===== config.mk =====
export PLATFORM = sky130hd
export DESIGN_NAME = decode_stage
export DESIGN_NICKNAME = d
export VERILOG_FILES = /design/src/rtl/rv32i_pkg.sv /design/src/rtl/decode_comb.sv /design/src/rtl/decode_stage.sv
export SDC_FILE = /design/constraint.sdc
export NUM_CORES = 1
export LEC_CHECK = 0
export CORE_AREA = 4 4 137 139
export CTS_CLUSTER_SIZE = 20
export DETAILED_ROUTE_END_ITERATION = 6
export DIE_AREA = 0 0 141 143
export GPL_TIMING_DRIVEN = 0
export PLACE_DENSITY = 0.84
export RECOVER_POWER = 50
export SKIP_CTS_REPAIR_TIMING = 1
export SLEW_MARGIN = 10
export SYNTH_ARGS = -nofsm -noshare
export SYNTH_HDL_FRONTEND = slang
export SYNTH_HIERARCHICAL = 1
export SYNTH_SLANG_ARGS = --single-unit

===== constraint.sdc =====
create_clock -name clk -period 4.6 [get_ports clk]
set_clock_uncertainty 0.05 [all_clocks]
set_input_delay 1.15 -clock clk [delete_from_list [all_inputs] [get_ports clk]]
set_output_delay 1.15 -clock clk [all_outputs]
set_load 0.02 [all_outputs]

===== src/rtl/rv32i_pkg.sv =====
// Shared RV32I definitions: opcodes, aluop encodings, the decoded bundle handed to execute,
// and immediate/aluop helper functions used by the decoder.
package rv32i_pkg;

  localparam int RV_XLEN    = 32;
  localparam int RV_ALUOP_W = 8;

  localparam logic [6:0] OPC_OP     = 7'b0110011;
  localparam logic [6:0] OPC_OP_IMM = 7'b0010011;
  localparam logic [6:0] OPC_LOAD   = 7'b0000011;
  localparam logic [6:0] OPC_STORE  = 7'b0100011;
  localparam logic [6:0] OPC_BRANCH = 7'b1100011;
  localparam logic [6:0] OPC_LUI    = 7'b0110111;
  localparam logic [6:0] OPC_AUIPC  = 7'b0010111;
  localparam logic [6:0] OPC_JAL    = 7'b1101111;
  localparam logic [6:0] OPC_JALR   = 7'b1100111;

  localparam logic [RV_ALUOP_W-1:0] ALU_NOP  = 8'h00;
  localparam logic [RV_ALUOP_W-1:0] ALU_ADD  = 8'h01;
  localparam logic [RV_ALUOP_W-1:0] ALU_SUB  = 8'h02;
  localparam logic [RV_ALUOP_W-1:0] ALU_SLL  = 8'h03;
  localparam logic [RV_ALUOP_W-1:0] ALU_SLT  = 8'h04;
  localparam logic [RV_ALUOP_W-1:0] ALU_SLTU = 8'h05;
  localparam logic [RV_ALUOP_W-1:0] ALU_XOR  = 8'h06;
  localparam logic [RV_ALUOP_W-1:0] ALU_SRL  = 8'h07;
  localparam logic [RV_ALUOP_W-1:0] ALU_SRA  = 8'h08;
  localparam logic [RV_ALUOP_W-1:0] ALU_OR   = 8'h09;
  localparam logic [RV_ALUOP_W-1:0] ALU_AND  = 8'h0a;
  localparam logic [RV_ALUOP_W-1:0] ALU_PASS = 8'h0b;
  localparam logic [RV_ALUOP_W-1:0] ALU_BEQ  = 8'h0c;
  localparam logic [RV_ALUOP_W-1:0] ALU_BNE  = 8'h0d;
  localparam logic [RV_ALUOP_W-1:0] ALU_BLT  = 8'h0e;
  localparam logic [RV_ALUOP_W-1:0] ALU_BGE  = 8'h0f;
  localparam logic [RV_ALUOP_W-1:0] ALU_BLTU = 8'h10;
  localparam logic [RV_ALUOP_W-1:0] ALU_BGEU = 8'h11;

  typedef struct packed {
    logic [RV_XLEN-1:0]    pc;
    logic [4:0]            rs1_addr;
    logic [4:0]            rs2_addr;
    logic [4:0]            w_addr;
    logic [RV_XLEN-1:0]    imm_number;
    logic [RV_ALUOP_W-1:0] aluop;
    logic                  r1_enable;
    logic                  r2_enable;
    logic                  w_enable;
    logic                  imm_enable;
    logic                  pc_enable;
    logic                  mem_rd;
    logic                  mem_wr;
    logic                  branch;
    logic                  jump;
    logic [2:0]            mem_funct3;
    logic                  illegal;
  } decoded_t;

  function automatic logic [RV_XLEN-1:0] imm_i(input logic [31:0] ins);
    return {{20{ins[31]}}, ins[31:20]};
  endfunction

  function automatic logic [RV_XLEN-1:0] imm_s(input logic [31:0] ins);
    return {{20{ins[31]}}, ins[31:25], ins[11:7]};
  endfunction

  function automatic logic [RV_XLEN-1:0] imm_b(input logic [31:0] ins);
    return {{19{ins[31]}}, ins[31], ins[7], ins[30:25], ins[11:8], 1'b0};
  endfunction

  function automatic logic [RV_XLEN-1:0] imm_u(input logic [31:0] ins);
    return {ins[31:12], 12'h000};
  endfunction

  function automatic logic [RV_XLEN-1:0] imm_j(input logic [31:0] ins);
    return {{11{ins[31]}}, ins[31], ins[19:12], ins[20], ins[30:21], 1'b0};
  endfunction

  // alt selects sub/sra; callers only raise it where that variant exists
  function automatic logic [RV_ALUOP_W-1:0] op_aluop(input logic [2:0] f3, input logic alt);
    logic [RV_ALUOP_W-1:0] op;
    case (f3)
      3'b000:  op = alt ? ALU_SUB : ALU_ADD;
      3'b001:  op = ALU_SLL;
      3'b010:  op = ALU_SLT;
      3'b011:  op = ALU_SLTU;
      3'b100:  op = ALU_XOR;
      3'b101:  op = alt ? ALU_SRA : ALU_SRL;
      3'b110:  op = ALU_OR;
      3'b111:  op = ALU_AND;
      default: op = ALU_NOP;
    endcase
    return op;
  endfunction

  function automatic logic [RV_ALUOP_W-1:0] br_aluop(input logic [2:0] f3);
    logic [RV_ALUOP_W-1:0] op;
    case (f3)
      3'b000:  op = ALU_BEQ;
      3'b001:  op = ALU_BNE;
      3'b100:  op = ALU_BLT;
      3'b101:  op = ALU_BGE;
      3'b110:  op = ALU_BLTU;
      3'b111:  op = ALU_BGEU;
      default: op = ALU_NOP;
    endcase
    return op;
  endfunction

endpackage


===== src/rtl/decode_comb.sv =====
// Purely combinational RV32I decoder: instruction word + pc -> decoded bundle.
// Illegal encodings yield a bundle with only pc and illegal set.
module decode_comb
  import rv32i_pkg::*;
(
  input  logic [31:0]        instr,
  input  logic [RV_XLEN-1:0] pc,
  output decoded_t           bundle
);

  logic [6:0] opcode_s;
  logic [2:0] funct3_s;
  logic [6:0] funct7_s;
  logic [4:0] rd_s;
  logic       shift_imm_s;
  decoded_t   raw_s;
  logic       legal_s;

  assign opcode_s    = instr[6:0];
  assign funct3_s    = instr[14:12];
  assign funct7_s    = instr[31:25];
  assign rd_s        = instr[11:7];
  assign shift_imm_s = (funct3_s == 3'b101);

  // Per-class operand selects, flags, aluop, immediate and legality
  always_comb begin
    raw_s   = '0;
    legal_s = 1'b1;
    case (opcode_s)
      OPC_OP: begin
        raw_s.r1_enable = 1'b1;
        raw_s.r2_enable = 1'b1;
        raw_s.w_enable  = 1'b1;
        raw_s.aluop     = op_aluop(funct3_s, funct7_s[5]);
        if (funct7_s == 7'b0000000) begin
          legal_s = 1'b1;
        end else if (funct7_s == 7'b0100000) begin
          legal_s = (funct3_s == 3'b000) || (funct3_s == 3'b101);
        end else begin
          legal_s = 1'b0;
        end
      end
      OPC_OP_IMM: begin
        raw_s.r1_enable  = 1'b1;
        raw_s.w_enable   = 1'b1;
        raw_s.imm_enable = 1'b1;
        raw_s.imm_number = imm_i(instr);
        raw_s.aluop      = op_aluop(funct3_s, shift_imm_s && funct7_s[5]);
        case (funct3_s)
          3'b001:  legal_s = (funct7_s == 7'b0000000);
          3'b101:  legal_s = (funct7_s == 7'b0000000) || (funct7_s == 7'b0100000);
          default: legal_s = 1'b1;
        endcase
      end
      OPC_LOAD: begin
        raw_s.r1_enable  = 1'b1;
        raw_s.w_enable   = 1'b1;
        raw_s.imm_enable = 1'b1;
        raw_s.mem_rd     = 1'b1;
        raw_s.imm_number = imm_i(instr);
        raw_s.aluop      = ALU_ADD;
        raw_s.mem_funct3 = funct3_s;
        legal_s = (funct3_s != 3'b011) && (funct3_s != 3'b110) && (funct3_s != 3'b111);
      end
      OPC_STORE: begin
        raw_s.r1_enable  = 1'b1;
        raw_s.r2_enable  = 1'b1;
        raw_s.imm_enable = 1'b1;
        raw_s.mem_wr     = 1'b1;
        raw_s.imm_number = imm_s(instr);
        raw_s.aluop      = ALU_ADD;
        raw_s.mem_funct3 = funct3_s;
        legal_s = (funct3_s < 3'b011);
      end
      OPC_BRANCH: begin
        raw_s.r1_enable  = 1'b1;
        raw_s.r2_enable  = 1'b1;
        raw_s.branch     = 1'b1;
        raw_s.imm_number = imm_b(instr);
        raw_s.aluop      = br_aluop(funct3_s);
        legal_s = (funct3_s != 3'b010) && (funct3_s != 3'b011);
      end
      OPC_LUI: begin
        raw_s.w_enable   = 1'b1;
        raw_s.imm_enable = 1'b1;
        raw_s.imm_number = imm_u(instr);
        raw_s.aluop      = ALU_PASS;
      end
      OPC_AUIPC: begin
        raw_s.w_enable   = 1'b1;
        raw_s.imm_enable = 1'b1;
        raw_s.pc_enable  = 1'b1;
        raw_s.imm_number = imm_u(instr);
        raw_s.aluop      = ALU_ADD;
      end
      OPC_JAL: begin
        raw_s.w_enable   = 1'b1;
        raw_s.imm_enable = 1'b1;
        raw_s.pc_enable  = 1'b1;
        raw_s.jump       = 1'b1;
        raw_s.imm_number = imm_j(instr);
        raw_s.aluop      = ALU_ADD;
      end
      OPC_JALR: begin
        raw_s.r1_enable  = 1'b1;
        raw_s.w_enable   = 1'b1;
        raw_s.imm_enable = 1'b1;
        raw_s.jump       = 1'b1;
        raw_s.imm_number = imm_i(instr);
        raw_s.aluop      = ALU_ADD;
        legal_s = (funct3_s == 3'b000);
      end
      default: legal_s = 1'b0;
    endcase
  end

  // Gate register addresses by their enables; rd==x0 never writes back
  always_comb begin
    bundle    = '0;
    bundle.pc = pc;
    if (legal_s) begin
      bundle          = raw_s;
      bundle.pc       = pc;
      bundle.rs1_addr = raw_s.r1_enable ? instr[19:15] : 5'd0;
      bundle.rs2_addr = raw_s.r2_enable ? instr[24:20] : 5'd0;
      bundle.w_enable = raw_s.w_enable && (rd_s != 5'd0);
      bundle.w_addr   = (raw_s.w_enable && (rd_s != 5'd0)) ? rd_s : 5'd0;
    end else begin
      bundle.illegal = 1'b1;
    end
  end

endmodule


===== src/rtl/decode_stage.sv =====
// Registered RV32I decode stage between fetch and execute: a main bundle register drives
// the outputs and a skid register absorbs one extra entry so backpressure costs no bubbles.
module decode_stage
  import rv32i_pkg::*;
#(
  parameter int XLEN    = RV_XLEN,
  parameter int ALUOP_W = RV_ALUOP_W
) (
  input  logic               clk,
  input  logic               rst,
  input  logic               flush,
  input  logic               in_valid,
  output logic               in_ready,
  input  logic [31:0]        instr,
  input  logic [XLEN-1:0]    in_pc,
  output logic               out_valid,
  input  logic               out_ready,
  output logic [XLEN-1:0]    out_pc,
  output logic [4:0]         rs1_addr,
  output logic [4:0]         rs2_addr,
  output logic [4:0]         w_addr,
  output logic [XLEN-1:0]    imm_number,
  output logic [ALUOP_W-1:0] aluop,
  output logic               r1_enable,
  output logic               r2_enable,
  output logic               w_enable,
  output logic               imm_enable,
  output logic               pc_enable,
  output logic               mem_rd,
  output logic               mem_wr,
  output logic               branch,
  output logic               jump,
  output logic [2:0]         mem_funct3,
  output logic               illegal
);

  decoded_t dec_s;
  decoded_t main_r;
  decoded_t skid_r;
  logic     main_valid_r;
  logic     skid_valid_r;
  logic     in_ready_r;
  logic     accept_s;
  logic     main_free_s;

  decode_comb u_decode (
    .instr  (instr),
    .pc     (in_pc),
    .bundle (dec_s)
  );

  assign accept_s    = in_valid && in_ready_r;
  assign main_free_s = !main_valid_r || out_ready;

  // Main/skid occupancy; skid only fills when main is stalled, and always drains first
  always_ff @(posedge clk) begin
    if (rst || flush) begin
      main_r       <= '0;
      skid_r       <= '0;
      main_valid_r <= 1'b0;
      skid_valid_r <= 1'b0;
      in_ready_r   <= 1'b1;
    end else if (main_free_s) begin
      if (skid_valid_r) begin
        main_r       <= skid_r;
        main_valid_r <= 1'b1;
        skid_valid_r <= 1'b0;
        in_ready_r   <= 1'b1;
      end else if (accept_s) begin
        main_r       <= dec_s;
        main_valid_r <= 1'b1;
        in_ready_r   <= 1'b1;
      end else begin
        main_valid_r <= 1'b0;
        in_ready_r   <= 1'b1;
      end
    end else if (accept_s) begin
      skid_r       <= dec_s;
      skid_valid_r <= 1'b1;
      in_ready_r   <= 1'b0;
    end else begin
      in_ready_r <= !skid_valid_r;
    end
  end

  assign in_ready   = in_ready_r;
  assign out_valid  = main_valid_r;
  assign out_pc     = main_r.pc;
  assign rs1_addr   = main_r.rs1_addr;
  assign rs2_addr   = main_r.rs2_addr;
  assign w_addr     = main_r.w_addr;
  assign imm_number = main_r.imm_number;
  assign aluop      = main_r.aluop;
  assign r1_enable  = main_r.r1_enable;
  assign r2_enable  = main_r.r2_enable;
  assign w_enable   = main_r.w_enable;
  assign imm_enable = main_r.imm_enable;
  assign pc_enable  = main_r.pc_enable;
  assign mem_rd     = main_r.mem_rd;
  assign mem_wr     = main_r.mem_wr;
  assign branch     = main_r.branch;
  assign jump       = main_r.jump;
  assign mem_funct3 = main_r.mem_funct3;
  assign illegal    = main_r.illegal;

endmodule

==> metrics <==
chip width 141 µm; Diodes inserted 0; Slew HR 0.496; slowest cell delay on critical path 0.62 ns; crit path max fanout 10; Yosys top cell area share 0.404; delay-heaviest family, CP buffers and inverters; port bufs ~140; DRT Pass-1 Iters 5; setup violators final 0; Syn Area/Cell approximately 9 µm²; mapped cell area 10100 µm²; Bufs on Longest Clock Path 3; cell-internal power 2.99 mW; pre-CTS WS 0.647 ns; Die Ht 143 µm; full die area 20200 µm²; power share of the clock group 0.426; CTS root buf clkbuf_16; Synth area leaders dfxtp_1 (40%), a211oi_2 (12%), a21oi_1 (11%); Worst-path clk slew 0.06 ns; CTS tree done; all-layer global routing usage 0.276; first-pass GRT wire length 45.3 mm; setup TNS 0 ns; top cells by count, synth a21oi_1 (226), nand2_1 (212), dfxtp_1 (203), a211oi_2 (100), mux2i_1 (100); Flop pwr share 0.454; part of the power in combinational logic 0.119; initial antenna violation count 0; NumNets Final 1368; vias in the first global route 8796; LEAKAGE about 4.2 nW; GR Overflow Total 0; leading area contributor after synthesis dfxtp_1; EDFF count, synth 0; largest net degree at the start of global routing 14; via density per instance between 5 and 6; status finished clean; # rows 49; crit-path cells clkdlybuf4s50_1 > clkbuf_1 > nand4b_1 > a21oi_2 > o21a_1 > buf_2 > a21oi_1 > nor2_1 > mux2i_1 > a211oi_2; Final ANT Viol Nets 0; Synth cell types 55; gpl congestion approximately 1.0; fmax 281 MHz; count of final max-slew check failures 0; Syn. warnings 6; Iteration-0 DRC Markers roughly 700; Worst setup SP type primary input; Sw Pwr between 0.9 and 1 mW; Bufs and invs on worst path 3; slowest stage cell, crit path clkdlybuf4s50_1; register area share after synthesis 0.404; HP Class reg -> reg; clock sinks 203; layout cell share with drive strength beyond 1 0.183; core box area 17700 µm²; H-tree levels 1; crit end category flop; worst path required time slightly below 5 ns; TritonCTS buffer count 21; Slew @ Worst Pin 0.756 ns; Routed WL per cell 18.7 µm; Area Overhead vs Synth 22.8%; min cycle time layout roughly 3.6 ns; Final Cycle Share 0.773; Post-DP HPWL 20.8 mm; cell count after synthesis 1137; Synth Register Bits around 200; Top-Level Pins approximately 170; pwr dens between 300 and 400 nW/µm²; Async SR Flop Fraction 0; CP Data Arrival Time 3.92 ns; initial core utilization 0.570; Tot Pwr 3.99 mW; total of max-cap violations 0; critical path type in -> reg; switch share 0.250; Worst Setup Slack, final 1.04 ns; unrepaired setup endpoints after global routing no; vias 9044; total wire length 28.8 mm; Synth Flop Type dfxtp_1; Hold Violations, Final 0; top-count cell post-synth a21oi_1; Worst VDD drop 0.000396 V; clock latency on the worst-skew pair 0.49 ns; DRC Markers 0
==> state kept, by name, summed over array words and instances (netlist names) <==
register      cells
pc_enable         1
skid_r          100
w_enable          1
w_addr            5
mem_rd            1
r1_enable         1
imm_number       32
aluop             8
branch            1
out_valid         1
mem_wr            1
r2_enable         1
rs2_addr          5
rs1_addr          5
out_pc           32
illegal           1
mem_funct3        3
in_ready          1
skid_valid_r      1
jump              1
imm_enable        1
==> cell usage in the layout, fill, tap and decap left out, drive strengths merged, types with 6 or more instances in the layout <==
| master | instances |
|---|---|
| clkdlybuf4s50 | 61 |
| a211oi | 103 |
| buf | 105 |
| dfxtp | 203 |
| nor2 | 39 |
| nand2 | 212 |
| mux2i | 100 |
| a31oi | 6 |
| o21ai | 7 |
| and2 | 9 |
| dlygate4sd3 | 76 |
| clkbuf | 71 |
| a21oi | 227 |
| and3 | 27 |
==> final timing paths <==
| kind | from | end | slack [ns] | depth (start not counted) |
|---|---|---|---|---|
| setup / recovery | instr[5] | imm_number[30]$_SDFFE_PP0P_ | 1.04 | 10 |
| hold / removal | skid_r[65]$_SDFFE_PP0P_ | skid_r[65]$_SDFFE_PP0P_ | 0.40 | 2 |
| hold reg to reg | skid_r[65]$_SDFFE_PP0P_ | skid_r[65]$_SDFFE_PP0P_ | 0.40 | 2 |
| setup reg to reg | out_valid$_SDFFE_PP0P_ | mem_funct3[1]$_SDFFE_PP0P_ | 2.53 | 5 |
==> through the flow <==
| step | util | area (µm²) | hold WS (ns) | instances |
|---|---|---|---|---|
| floorplan | - | 10100 | 0.386 | 1139 |
| global placement | 0.664 | 11700 | 0.391 | 1505 |
| detailed placement | 0.664 | 11700 | 0.396 | 1505 |
| CTS | 0.704 | 12400 | 0.404 | 1542 |
| global route | 0.700 | 12400 | 0.417 | 1542 |
| finish | 0.700 | 12400 | 0.404 | 1542 |
==> routing by layer <==
metal	routed length [µm]	vias up	share of wire	GRT usage
li1	-	4316	-	-
met1	12200	4290	0.42	0.372
met2	13200	379	0.46	0.443
met3	2390	59	0.083	0.0509
met4	984	0	0.034	0.106
met5	0	-	0	0
==> final cells by class <==
type                    instances  area, µm²
clock buffers                  32        637
flip-flops and latches        203       4060
inverters                       2       7.51
fillers                      1384       5290
repair buffers                137       1370
multi-input cells             790       5090
clock inverters                 5       53.8
well taps                     229        287
plain buffers                 144        860
==> worst min-delay path, cell delays in order (launching register included) <==
cell and delay (ns):
dfxtp_1 0.31, nand2_1 0.05, a21oi_1 0.05
==> power groups by stage <==
stage	Combinational [mW]	Sequential (mW)	Clock (mW)
floorplan	0.262	1.89	0
global placement	0.476	1.85	0
detailed placement	0.483	1.85	0
CTS	0.487	1.81	1.72
global route	0.509	1.82	1.80
finish	0.476	1.81	1.70
==> kinds of logic after synthesis <==
kind of cell,after synthesis,share of synthesized area
AOI/OAI and AO/OA,365,0.268
and+or+nand+nor,321,0.141
DFF,203,0.404
buffers and inverters,146,0.0869
muxes,100,0.0994
xor gates and xnor gates,1,0.000870
other,1,0.000372
Power figures use the tool's default switching activity.
